==> src/rtl/change_payout_ctrl_pkg.sv <==
// Shared coin encodings, coin values in half-yuan units and payout FSM states.
package change_payout_ctrl_pkg;

    typedef enum logic [1:0] {
        CoinNone = 2'b00,
        CoinHalf = 2'b01,
        CoinOne  = 2'b10,
        CoinFive = 2'b11
    } coin_e;

    localparam logic [5:0] ValHalf = 6'd1;
    localparam logic [5:0] ValOne  = 6'd2;
    localparam logic [5:0] ValFive = 6'd10;

    typedef enum logic [2:0] {
        StIdle,
        StSelect,
        StReq,
        StGap,
        StFin,
        StFault
    } state_e;

    function automatic logic [5:0] coin_value(coin_e c);
        case (c)
            CoinHalf: return ValHalf;
            CoinOne:  return ValOne;
            CoinFive: return ValFive;
            default:  return 6'd0;
        endcase
    endfunction

endpackage

==> src/rtl/change_payout_ctrl_if.sv <==
// Coin hopper dispense handshake: request + coin type out, one-cycle accept back.
interface change_payout_ctrl_if;
    import change_payout_ctrl_pkg::*;

    logic  dispense_req;
    coin_e dispense_type;
    logic  dispense_ack;

    modport master (output dispense_req, output dispense_type, input dispense_ack);
    modport slave  (input dispense_req, input dispense_type, output dispense_ack);

endinterface

==> src/rtl/change_payout_ctrl_coin_stock_bank.sv <==
// Per-denomination coin stock counters with dispense decrement and refill load.
module change_payout_ctrl_coin_stock_bank
    import change_payout_ctrl_pkg::*;
#(
    parameter logic [7:0] STOCK5_INIT = 8'd20,
    parameter logic [7:0] STOCK1_INIT = 8'd50,
    parameter logic [7:0] STOCKH_INIT = 8'd50
) (
    input  logic       clk,
    input  logic       reset,
    input  logic       dec,
    input  coin_e      dec_type,
    input  logic       refill,
    input  coin_e      refill_type,
    input  logic [7:0] refill_cnt,
    output logic       nz5,
    output logic       nz1,
    output logic       nzh
);

    logic [7:0] stock5_q, stock1_q, stockh_q;

    // A refill of the same type as a concurrent decrement overrides the decrement.
    always_ff @(posedge clk) begin
        if (reset) begin
            stock5_q <= STOCK5_INIT;
            stock1_q <= STOCK1_INIT;
            stockh_q <= STOCKH_INIT;
        end else begin
            if (refill && refill_type == CoinFive) begin
                stock5_q <= refill_cnt;
            end else if (dec && dec_type == CoinFive) begin
                stock5_q <= stock5_q - 8'd1;
            end
            if (refill && refill_type == CoinOne) begin
                stock1_q <= refill_cnt;
            end else if (dec && dec_type == CoinOne) begin
                stock1_q <= stock1_q - 8'd1;
            end
            if (refill && refill_type == CoinHalf) begin
                stockh_q <= refill_cnt;
            end else if (dec && dec_type == CoinHalf) begin
                stockh_q <= stockh_q - 8'd1;
            end
        end
    end

    assign nz5 = (stock5_q != 8'd0);
    assign nz1 = (stock1_q != 8'd0);
    assign nzh = (stockh_q != 8'd0);

endmodule

==> src/rtl/change_payout_ctrl.sv <==
// Greedy change payout sequencer driving the coin hopper handshake.
// Optional ack timeout / fault state enabled by defining DISPENSE_TIMEOUT_EN.
module change_payout_ctrl
    import change_payout_ctrl_pkg::*;
#(
    parameter logic [7:0]  STOCK5_INIT = 8'd20,
    parameter logic [7:0]  STOCK1_INIT = 8'd50,
    parameter logic [7:0]  STOCKH_INIT = 8'd50,
    parameter int unsigned GAP_CYC     = 4,
    parameter int unsigned ACK_TMO     = 255
) (
    input  logic                        clk,
    input  logic                        reset,
    input  logic                        start,
    input  logic [4:0]                  charge_val,
    input  logic                        charge_float,
    change_payout_ctrl_if.master        hopper,
    input  logic                        refill,
    input  logic [1:0]                  refill_type,
    input  logic [7:0]                  refill_cnt,
    output logic                        busy,
    output logic                        done,
    output logic                        short,
    output logic [5:0]                  remain_half,
    output logic                        fault
);

    localparam int GapW = $clog2(GAP_CYC + 1);

    if (GAP_CYC < 1 || ACK_TMO < 1) begin : g_bad_param
        $error("GAP_CYC and ACK_TMO must both be at least 1");
    end

    state_e            state_q, state_d;
    logic   [5:0]      amt_q, amt_d;
    coin_e             type_q, type_d;
    logic   [GapW-1:0] gap_q, gap_d;
    logic              short_q, short_d;
    logic   [5:0]      remain_q, remain_d;
    logic              dec;
    logic              nz5, nz1, nzh;

`ifdef DISPENSE_TIMEOUT_EN
    localparam int TmoW = $clog2(ACK_TMO + 1);
    logic [TmoW-1:0] tmo_q;
    logic            fault_pulse_q;
`endif

    change_payout_ctrl_coin_stock_bank #(
        .STOCK5_INIT (STOCK5_INIT),
        .STOCK1_INIT (STOCK1_INIT),
        .STOCKH_INIT (STOCKH_INIT)
    ) u_bank (
        .clk         (clk),
        .reset       (reset),
        .dec         (dec),
        .dec_type    (type_q),
        .refill      (refill),
        .refill_type (coin_e'(refill_type)),
        .refill_cnt  (refill_cnt),
        .nz5         (nz5),
        .nz1         (nz1),
        .nzh         (nzh)
    );

    always_comb begin
        state_d  = state_q;
        amt_d    = amt_q;
        type_d   = type_q;
        gap_d    = gap_q;
        short_d  = short_q;
        remain_d = remain_q;
        dec      = 1'b0;
        unique case (state_q)
            StIdle: begin
                if (start) begin
                    amt_d    = {charge_val, charge_float};
                    short_d  = 1'b0;
                    remain_d = 6'd0;
                    state_d  = StSelect;
                end
            end
            StSelect: begin
                gap_d = '0;
                if (amt_q >= ValFive && nz5) begin
                    type_d  = CoinFive;
                    state_d = StReq;
                end else if (amt_q >= ValOne && nz1) begin
                    type_d  = CoinOne;
                    state_d = StReq;
                end else if (amt_q >= ValHalf && nzh) begin
                    type_d  = CoinHalf;
                    state_d = StReq;
                end else begin
                    type_d   = CoinNone;
                    short_d  = (amt_q != 6'd0);
                    remain_d = amt_q;
                    state_d  = StFin;
                end
            end
            StReq: begin
                if (hopper.dispense_ack) begin
                    amt_d   = amt_q - coin_value(type_q);
                    dec     = 1'b1;
                    state_d = StGap;
                end
`ifdef DISPENSE_TIMEOUT_EN
                else if (tmo_q == TmoW'(ACK_TMO - 1)) begin
                    short_d  = 1'b1;
                    remain_d = amt_q;
                    state_d  = StFault;
                end
`endif
            end
            StGap: begin
                if (gap_q == GapW'(GAP_CYC - 1)) begin
                    state_d = StSelect;
                end else begin
                    gap_d = gap_q + 1'b1;
                end
            end
            StFin:   state_d = StIdle;
            StFault: state_d = StFault;
            default: state_d = StIdle;
        endcase
    end

    always_ff @(posedge clk) begin
        if (reset) begin
            state_q  <= StIdle;
            amt_q    <= 6'd0;
            type_q   <= CoinNone;
            gap_q    <= '0;
            short_q  <= 1'b0;
            remain_q <= 6'd0;
        end else begin
            state_q  <= state_d;
            amt_q    <= amt_d;
            type_q   <= type_d;
            gap_q    <= gap_d;
            short_q  <= short_d;
            remain_q <= remain_d;
        end
    end

`ifdef DISPENSE_TIMEOUT_EN
    // Counts cycles spent waiting in the current request; fault state is terminal.
    always_ff @(posedge clk) begin
        if (reset) begin
            tmo_q         <= '0;
            fault_pulse_q <= 1'b0;
        end else begin
            tmo_q         <= (state_q == StReq) ? tmo_q + 1'b1 : '0;
            fault_pulse_q <= (state_q == StReq) && (state_d == StFault);
        end
    end

    assign done  = (state_q == StFin) || fault_pulse_q;
    assign fault = (state_q == StFault);
`else
    assign done  = (state_q == StFin);
    assign fault = 1'b0;
`endif

    assign hopper.dispense_req  = (state_q == StReq);
    assign hopper.dispense_type = (state_q == StReq) ? type_q : CoinNone;
    assign busy                 = !(state_q == StIdle || state_q == StFin);
    assign short                = short_q;
    assign remain_half          = remain_q;

endmodule
==> src/flat_wrapper.sv <==
// flat-port wrapper written by rule: the top's interface ports become plain ports
module change_payout_ctrl_flat import change_payout_ctrl_pkg::*;
#(
    parameter logic [7:0]  STOCK5_INIT = 8'd20,
    parameter logic [7:0]  STOCK1_INIT = 8'd50,
    parameter logic [7:0]  STOCKH_INIT = 8'd50,
    parameter int unsigned GAP_CYC     = 4,
    parameter int unsigned ACK_TMO     = 255
)
  (clk, reset, start, charge_val, charge_float, refill, refill_type, refill_cnt, busy, done, short, remain_half, fault, hopper_dispense_req, hopper_dispense_type, hopper_dispense_ack);
  change_payout_ctrl_if hopper_i ();
  input  logic clk;
  input  logic reset;
  input  logic start;
  input  logic [4:0] charge_val;
  input  logic charge_float;
  input  logic refill;
  input  logic [1:0] refill_type;
  input  logic [7:0] refill_cnt;
  output logic busy;
  output logic done;
  output logic short;
  output logic [5:0] remain_half;
  output logic fault;
  output wire logic [$bits(hopper_i.dispense_req)-1:0] hopper_dispense_req;
  output wire logic [$bits(hopper_i.dispense_type)-1:0] hopper_dispense_type;
  input wire logic [$bits(hopper_i.dispense_ack)-1:0] hopper_dispense_ack;
  assign hopper_dispense_req = hopper_i.dispense_req;
  assign hopper_dispense_type = hopper_i.dispense_type;
  assign hopper_i.dispense_ack = hopper_dispense_ack;
  change_payout_ctrl #(.STOCK5_INIT(STOCK5_INIT), .STOCK1_INIT(STOCK1_INIT), .STOCKH_INIT(STOCKH_INIT), .GAP_CYC(GAP_CYC), .ACK_TMO(ACK_TMO)) u_core (.clk(clk), .reset(reset), .start(start), .charge_val(charge_val), .charge_float(charge_float), .hopper(hopper_i), .refill(refill), .refill_type(refill_type), .refill_cnt(refill_cnt), .busy(busy), .done(done), .short(short), .remain_half(remain_half), .fault(fault));
endmodule
==> config.mk <==
export PLATFORM = sky130hd
export DESIGN_NAME = change_payout_ctrl_flat
export DESIGN_NICKNAME = d
export VERILOG_FILES = /design/src/rtl/change_payout_ctrl_pkg.sv /design/src/rtl/change_payout_ctrl_if.sv /design/src/rtl/change_payout_ctrl_coin_stock_bank.sv /design/src/rtl/change_payout_ctrl.sv /design/src/flat_wrapper.sv
export SDC_FILE = /design/constraint.sdc
export NUM_CORES = 1
export LEC_CHECK = 0
export CAP_MARGIN = 0
export CELL_PAD_IN_SITES_DETAIL_PLACEMENT = 0
export CELL_PAD_IN_SITES_GLOBAL_PLACEMENT = 2
export CORE_MARGIN = 2
export CORE_UTILIZATION = 29
export DETAILED_ROUTE_END_ITERATION = 10
export PLACE_DENSITY_LB_ADDON = 0.1
export SETUP_SLACK_MARGIN = 0.5
export SYNTH_ARGS = -nofsm -noshare
export SYNTH_HDL_FRONTEND = slang
export SYNTH_SLANG_ARGS = --single-unit
==> constraint.sdc <==
create_clock -name clk -period 1.7 [get_ports clk]
set_input_delay 0.255 -clock clk [delete_from_list [all_inputs] [get_ports clk]]
set_output_delay 0.255 -clock clk [all_outputs]
set_load 0.01 [all_outputs]
==> metrics list, run 1 <==
- The flow ran to the end, but the final reports show violations.
- The checks that failed: setup timing.
* Mux contribution to synthesized area: less than 1%
- Cell with the biggest individual delay on the critical path: sky130_fd_sc_hd__or4_4
* Cell chain of the critical path: or4_4 > or3_4 > a31oi_4 > a21oi_4 > a22o_1
* Clock root cell: sky130_fd_sc_hd__clkbuf_8
* Global routing usage summed across all routing layers: around 18%
- Peak supply drop: 0.326 mV
* Synth Cell Area: about 0.0025 mm²
* Count of state elements after synthesis: 45
- The congestion estimate from routability-driven global placement came to ~0.77.
* Net switching power figure: between 1000 and 1500 µW
- Adder and majority cell fraction of the synthesized area: under 10%
* TritonCTS clock tree: built
* Worst Hold Depth: 1
* Type of element capturing the critical path: flip-flop
- After clock tree synthesis, the clock-pin slew on the worst setup and hold paths is 90 ps.
- Number of antenna violations at the first check in global routing: 0
- Layout area overhead: 72.2%
- For this run the aggregate overflow at the end of global routing stands at 0.
- The worst setup path is of the reg -> reg kind.
* Syn_area_per_cell: approximately 8 µm²
- Once the floorplan was initialized, standard cells occupied a little under a third of the core.
* Post-route DRC: 0
- Min Hold Slack: 489 ps
- Largest family of logic cells by synthesized area: simple AND/OR/NAND/NOR gates
- Total power of the final layout: ~3700 µW
- After Yosys synthesis, XOR and XNOR cells account for ~6.7% of the synthesized area.
- Routed len/inst: 15.9 µm
- Worst setup slack after layout: -143 ps
* Kind of launch point of the worst setup path: flip-flop
- Half-perimeter wire length of the detailed placement result: around 5600 µm
- Buffers inserted to repair hold after CTS numbered 0.
- Final design area excluding fillers: between 0.004 and 0.005 mm²
- The die is just under 100 µm wide.
* Max Freq: ~540 MHz
- Gate count after technology mapping: about 310
- Standard-cell rows: 33
- After layout, the minimum clock period comes to 1840 ps.
- The internal portion of the total power is around 2500 µW.
- The synthesized netlist devotes a little over a fifth of its cell area to compound gates.
* Async set or reset register ratio after synthesis: 0%
- Critical Path RT: 1910 ps
* Total CTS buffers: 5
- Synthesis instantiated 49 different standard cells from the library.
- Critical Path Fanout Max: 7
- Via count of the first global-routing pass: about 2,500
* Sequential area share after synthesis: between 30% and 40%
- Summing over every cut layer, the via total after detailed routing is 2,602.
- Once detail routing completed, the nets flagged for antenna violations numbered 0.
- During I/O placement, the number of pins put on the boundary was 34.
* Fraction of power consumed by sequential logic: between 30% and 40%
* Detailed Route WL: just over 8000 µm
- The most used flip-flop cell after synthesis is sky130_fd_sc_hd__dfxtp_1.
- The H-tree was split into 2 levels.
* Fillers: a little over 800
* Final number of hold-violating endpoints: 0
- Syn nets: between 300 and 400
- Worst max-slew margin expressed relative to the limit: approximately two thirds
- Number of buffers on the longest clock path: 2
* Part of the cycle the worst path needs: 108%
- Number of input and output port buffers inserted: 32
* Yosys warning count: 0
- Summing all placed instances gives a cell area of 0.00338 mm².
* Die height: between 90 and 100 µm
* Clock share of power: roughly 22%
- The number of max-slew violations in the final report came to 0.
- The path class of the tightest hold or removal check is reg -> reg.
- Least-Margin Pin Slew: between 400 and 500 ps
* Largest net degree at the start of global routing: 17
- Number of synthesized flops with an enable pin: 0
- Max-cap violations: 0
* Simple logic cell fraction of the synthesized area: 24.0%
- In this run the static leakage power is between 0.0015 and 0.002 µW.
- Combinational logic burns about 45% of the power.
* Reg2Reg Depth: 5
* Clock sinks: 45
* Net count reported at finish: between 400 and 500
* Final-report setup violation count: 20
- Data arrival, critical path: between 2000 and 2500 ps
- Of the total power, the share spent switching nets is around 33%.
- Largest stage delay on the critical path: about 540 ps
- The first global-routing pass estimated roughly 13,000 µm of wire.
* Initial DRT Pass Iterations: 4
* Maximum clock skew at final layout: ~12 ps
- Iter 0 DRT Violations: 69
- Clock latency at the later pin of the worst-skew pair: 310 ps
- Dividing the detail-routed via count by the number of cells gives ~5.0.
* Count of antenna diodes in the layout: 0
* Setup repair after global routing missed its margin: yes
* Power density relative to cell area: 864 mW/mm²
- The post-route netlist has between 50% and 60% of its cells at a drive strength greater than 1.
* Area inside the core boundary: a little over 0.008 mm²
- The die covers 0.00931 mm².
==> area by class of cell <==
cell class,instances,area (µm²),area share (%)
Multi-Input combinational cell,228,1940,45.3
Timing Repair Buffer,119,1130,26.4
Sequential cell,45,918,21.5
Tap cell,105,131,3.08
Clock buffer,5,68.8,1.61
Inverter,14,55.1,1.29
Clock inverter,2,35.0,0.820
==> metrics by stage <==
step | setup WS [ps] | utilization, % | cells | setup TNS [ps]
floorplan | -66.3 | - | 305 | -524
global route | -237 | 51.7 | 518 | -3670
CTS | -148 | 47.6 | 505 | -1290
global placement | -241 | 41.0 | 477 | -4330
detailed placement | -225 | 41.0 | 477 | -4180
finish | -143 | 51.7 | 518 | -1700
==> cells by family after synthesis <==
group	Yosys count
compound gates	82
xor+xnor	19
fa+ha+maj	9
buf+inv	32
flops	45
mux	1
other cells	1
simple gates	116
==> sequential cells by signal, indices dropped and copies added, names as in the netlist <==
name / count
u_core.state_q: 3
u_core.type_q: 2
u_core.gap_q: 3
u_core.amt_q: 6
u_core.short: 1
u_core.remain_half: 6
u_core.u_bank.stockh_q: 8
u_core.u_bank.stock1_q: 8
u_core.u_bank.stock5_q: 8
==> cells in the final DEF, fill, tap and decap left out, types with 3 or more instances in the layout <==
cell type                         count
sky130_fd_sc_hd__o211ai_1             3
sky130_fd_sc_hd__nand3_1              5
sky130_fd_sc_hd__clkbuf_8             5
sky130_fd_sc_hd__nor2_4               8
sky130_fd_sc_hd__and3_4               3
sky130_fd_sc_hd__inv_1                9
sky130_fd_sc_hd__a211oi_1             5
sky130_fd_sc_hd__nand2_1             11
sky130_fd_sc_hd__nor3_1               7
sky130_fd_sc_hd__a21oi_1             13
sky130_fd_sc_hd__or4_4                5
sky130_fd_sc_hd__buf_4               54
sky130_fd_sc_hd__clkbuf_2             5
sky130_fd_sc_hd__or3_4                3
sky130_fd_sc_hd__o21ai_1              4
sky130_fd_sc_hd__dfxtp_1             33
sky130_fd_sc_hd__nand3_2              3
sky130_fd_sc_hd__clkdlybuf4s50_1     19
sky130_fd_sc_hd__a21oi_2              8
sky130_fd_sc_hd__o21ai_0             14
sky130_fd_sc_hd__buf_6               29
sky130_fd_sc_hd__a211oi_2             6
sky130_fd_sc_hd__nor2_1              33
sky130_fd_sc_hd__or3b_4               3
sky130_fd_sc_hd__a22o_1               8
sky130_fd_sc_hd__nor2_2               5
sky130_fd_sc_hd__xnor2_2              3
sky130_fd_sc_hd__xor2_1              13
sky130_fd_sc_hd__dfxtp_2             11
sky130_fd_sc_hd__inv_2                4
sky130_fd_sc_hd__buf_8                5
sky130_fd_sc_hd__ha_4                 6
sky130_fd_sc_hd__nand3_4              4
==> power by group through the flow <==
stage               logic, µW  registers [µW]  clock network, µW
finish                   1660            1200                826
global placement         1070            1210                  0
global route             1790            1210                893
detailed placement       1080            1210                  0
floorplan                 644            1220                  0
CTS                      1400            1200                852
==> what timing repair did <==
item | 4_1_cts | 5_1_grt
gates cloned | 1 | 0
endpoints found under the setup margin | 56 | 57
buffers inserted | 20 | 13
gates resized for setup | 103 | 63
pin swaps | 26 | 30
==> final timing paths <==
kind                    startpoint                     to  slack (ps)
max                u_core.amt_q[1]  u_core.remain_half[3]        -140
max reg2reg        u_core.amt_q[1]  u_core.remain_half[3]        -140
min          u_core.remain_half[1]  u_core.remain_half[1]         490
min reg2reg  u_core.remain_half[1]  u_core.remain_half[1]         490
==> critical path: cells and delay by family (launching register included) <==
family	cells	cell delay [ps]
AND/OR/NAND/NOR	2	910
AO/OA/AOI/OAI	3	490
flip-flops	1	330
==> cell usage after synthesis (all sizes together) (5+ instances only) <==
library cell  number  area (µm²)
and3               5        31.3
nor2              46         173
inv               14        52.6
nor3              10        61.3
nand2             15        56.3
a211oi            12        90.1
clkbuf            12        45.0
xor2              14         123
o21ai             19        95.1
dfxtp             45         901
a22o               8        70.1
nand3             12        65.1
xnor2              5        43.8
or4                5        37.5
buf                6        41.3
ha                 8         100
a21oi             22         114
nor2b              5        31.3
==> metal layers <==
metal	routed length (µm)	share of wire, %	up-vias	track usage, %
met1	3540	43	1241	21.6
met2	4200	51	47	32.6
li1	-	-	1297	-
met5	0	0	-	0
met3	273	3.3	17	3.18
met4	203	2.5	0	5.87
No activity file was read; power rests on OpenSTA's default activity.
==> run 2: changes to the inputs <==
--- a/constraint.sdc
+++ b/constraint.sdc
@@ -3,2 +3,2 @@
 set_output_delay 0.255 -clock clk [all_outputs]
-set_load 0.01 [all_outputs]
+set_load 0.005 [all_outputs]
==> run 2 against run 1 <==
The run still ends with setup timing left. Wire length down 4.2%. Maximum frequency down 0.14%. Highest routed layer unchanged. Sequential power about the same. Utilization up 1.1 points. Design area up 2.1%. Global-route usage down 0.099 points. Worst setup slack worse by 2.6 ps. Cell count up 3.3%. Largest cell class unchanged. Worst hold slack worse by 11 ps.
==> metrics list, run 2 (synthesized netlist as in run 1, its figures left out) <==
- The filler cell count in the final layout came to 796 (-2.1%).
* Worst setup slack after layout: -146 ps (-2.61 ps)
* Cell with the biggest individual delay on the critical path: sky130_fd_sc_hd__or4_4
- The routed via count divided by cell count came to 4.92 (-2.1%).
- The power density over cell area came to 831 mW/mm² (-3.8%).
- Count of antenna diodes in the layout: 0 (unchanged)
* Die height: 96.5 µm (unchanged)
- The total CTS buffers is 5 (unchanged).
* Post-route DRC: 0 (unchanged)
- Number of input and output port buffers inserted: 32 (unchanged)
- The number of ports placed on the die boundary is 34 (unchanged).
* Remaining global-route overflow: 0 (unchanged)
- Final-report setup violation count: 21 (+5.0%)
* Number of buffers on the longest clock path: 2 (unchanged)
- The worst-path maximum fanout is 7 (unchanged).
- Standard-cell rows: 33 (unchanged)
- Hold_buf cts: 0 (unchanged)
- Layout area overhead: 75.8%
- The detailed-routing iteration count for the pre-antenna-repair pass was 4 (unchanged).
- The area enclosed by the die boundary came to 0.00931 mm² (unchanged).
- The overall global routing resource usage was 17.9% (-0.099 points).
- The first-pass GRT wire length was 12,900 µm (+1.2%).
* Switching Fraction: 32.1% (-0.93 points)
- Max Freq: 542 MHz (-0.14%)
* Classification of the worst setup path: reg -> reg
- Weighted congestion at the end of routability-driven global placement: 0.785 (+1.6%)
- The fraction of layout instances using a drive strength above 1 was 50.9% (+0.083 points).
* Number of antenna violations at the first check in global routing: 0 (unchanged)
- Leak: 0.00176 µW (+5.1%)
- Startpoint of the most critical setup path: u_core.amt_q[1]
- The worst-case register-to-register setup slack is -150 ps (about the same).
- Clock share of power: 24.2% (+1.8 points)
- The largest registers in the layout are u_core.u_bank.stock1_q x8, u_core.u_bank.stock5_q x8, u_core.u_bank.stockh_q x8.
- Initial cell density of the core: 30.0% (unchanged)
- Setup repair after global routing missed its margin: yes
* Internal: 2460 µW (-0.38%)
* Fraction of power consumed by sequential logic: 33.2% (+0.6 points)
- Area inside the core boundary: 0.00826 mm² (unchanged)
- Most common cell after layout, fill and taps aside: sky130_fd_sc_hd__buf_4
* Largest stage delay on the critical path: 550 ps (about the same)
- Cell total after placement: 490 (+2.7%)
* Peak supply drop: 0.370 mV (+13%)
- TritonCTS clock tree: built
* Clock root cell: sky130_fd_sc_hd__clkbuf_8
* Critical Path RT: 1900 ps (about the same)
- The portion of the clock cycle consumed by the worst path in the final layout was 109% (+0.15 points).
* Die boundary width: 96.5 µm (unchanged)
* Pre-CTS WS: -231 ps (-5.98 ps)
* Detailed Route WL: 7870 µm (-4.2%)
- Net count reported at finish: 459 (+3.6%)
- The worst setup path is captured at a flip-flop.
* Most frequent cells in the layout: sky130_fd_sc_hd__buf_4 (69), sky130_fd_sc_hd__nor2_1 (33), sky130_fd_sc_hd__buf_6 (32)
- Startpoint of the lowest-slack hold path: u_core.remain_half[2]
* Count of final max-slew check failures: 0 (unchanged)
- Maximum clock skew at final layout: 10.6 ps (-0.989 ps)
- The clock period minus worst slack was 1850 ps (+2.61 ps).
* Startpoint of the worst-slack reg-to-reg timing path: u_core.amt_q[1]
- Share of power burned in combinational logic: 42.6% (-2.4 points)
- Total power of the final layout: 3630 µW (-1.7%)
- The count of maximum capacitance violations is 0 (unchanged).
- Routed len/inst: 14.7 µm (-7.2%)
- Post-route non-filler standard cell count: 535 (+3.3%)
- Via count: 2,630 (+1.1%)
- Clock slew at the register clock pins of the worst setup and hold paths: 90 ps (about the same)
- Net switching power figure: 1160 µW (-4.5%)
* Data arrival, critical path: 2040 ps (about the same)
- The area of combinational cells with multiple inputs came to 0.00190 mm² (-1.9%).
* Clock sinks: 45 (unchanged)
- Violated checks: setup timing
- The clock latency of the later-clocked register in the worst-skew pair was 310 ps (about the same).
* Iter 0 DRT Violations: 139 (+100%)
- Outcome: finished with violations
- Half-perimeter wire length of the detailed placement result: 5620 µm (+1.1%)
* Largest net degree at the start of global routing: 20 (+3)
- Worst hold-check path type: reg -> reg
* Final number of hold-violating endpoints: 0 (unchanged)
- Register cell area after layout: 927 µm² (+0.95%)
- Deepest level of the CTS H-tree: 2 (unchanged)
- Cell chain of the critical path: or4_4 > or3_4 > a31oi_4 > a21oi_4 > a22o_1
- Antenna violation net count after detailed routing: 0 (unchanged)
- The number of global-route vias before repair came to 2,634 (+3.6%).
- The worst setup path is launched from a flip-flop.
run 2: cell count changes in the layout (fill, tap and decap cells not counted), moves of 3 or more:
cell,previous run,this run
sky130_fd_sc_hd__o21ai_1,4,1
sky130_fd_sc_hd__dlygate4sd2_1,1,6
sky130_fd_sc_hd__nand3_2,3,6
sky130_fd_sc_hd__buf_8,5,2
sky130_fd_sc_hd__buf_6,29,32
sky130_fd_sc_hd__clkbuf_2,5,0
sky130_fd_sc_hd__buf_4,54,69
sky130_fd_sc_hd__dfxtp_2,11,15
sky130_fd_sc_hd__dfxtp_1,33,28
run 2: per-layer routing:
metal | GRT usage (%) | part of all wire (%)
met5 | 0 | 0
met1 | 24.9 | 49
met3 | 2.56 | 2.4
met4 | 4.58 | 1.0
met2 | 29.3 | 48
run 2: final timing paths:
kind | to | depth (start not counted)
max | u_core.remain_half[3] | 5
min | u_core.remain_half[2] | 1
max reg2reg | u_core.remain_half[3] | 5
min reg2reg | u_core.remain_half[2] | 1
run 2: layout make-up:
class,instances,share of cell area [%]
well taps,105,3.01
inverters,14,1.26
clock buffers,6,1.89
flip-flops and latches,45,21.3
repair buffers,135,28.2
multi-input cells,228,43.5
clock inverters,2,0.861
run 2: power groups by stage:
stage                     clock (µW)  sequential [µW]  combinational [µW]
final                            877             1200                1550
after global routing             956             1210                1680
after CTS                        903             1200                1470
after detailed placement           0             1210                1110
after global placement             0             1210                1120
after floorplan                    0             1220                 649
run 2: through the flow:
step	setup TNS, ps	cell area, µm²	hold WS [ps]	utilization, %
floorplan	-525	2670	377	-
global placement	-4750	3490	471	42.3
detailed placement	-4600	3490	476	42.3
CTS	-1390	4190	480	50.7
global route	-3700	4360	499	52.8
finish	-1470	4360	478	52.8
run 2: what timing repair did:
| item | in CTS | in global routing |
|---|---|---|
| buffers inserted | 29 | 8 |
| endpoints found under the setup margin | 56 | 51 |
| pin swaps | 41 | 24 |
| gates resized for setup | 115 | 34 |
run 2: worst max-delay path, delay by kind of cell (launching register included):
kind             cells  cell delay, ps
AND/OR/NAND/NOR      2             940
AO/OA/AOI/OAI        3             480
flip-flops           1             320
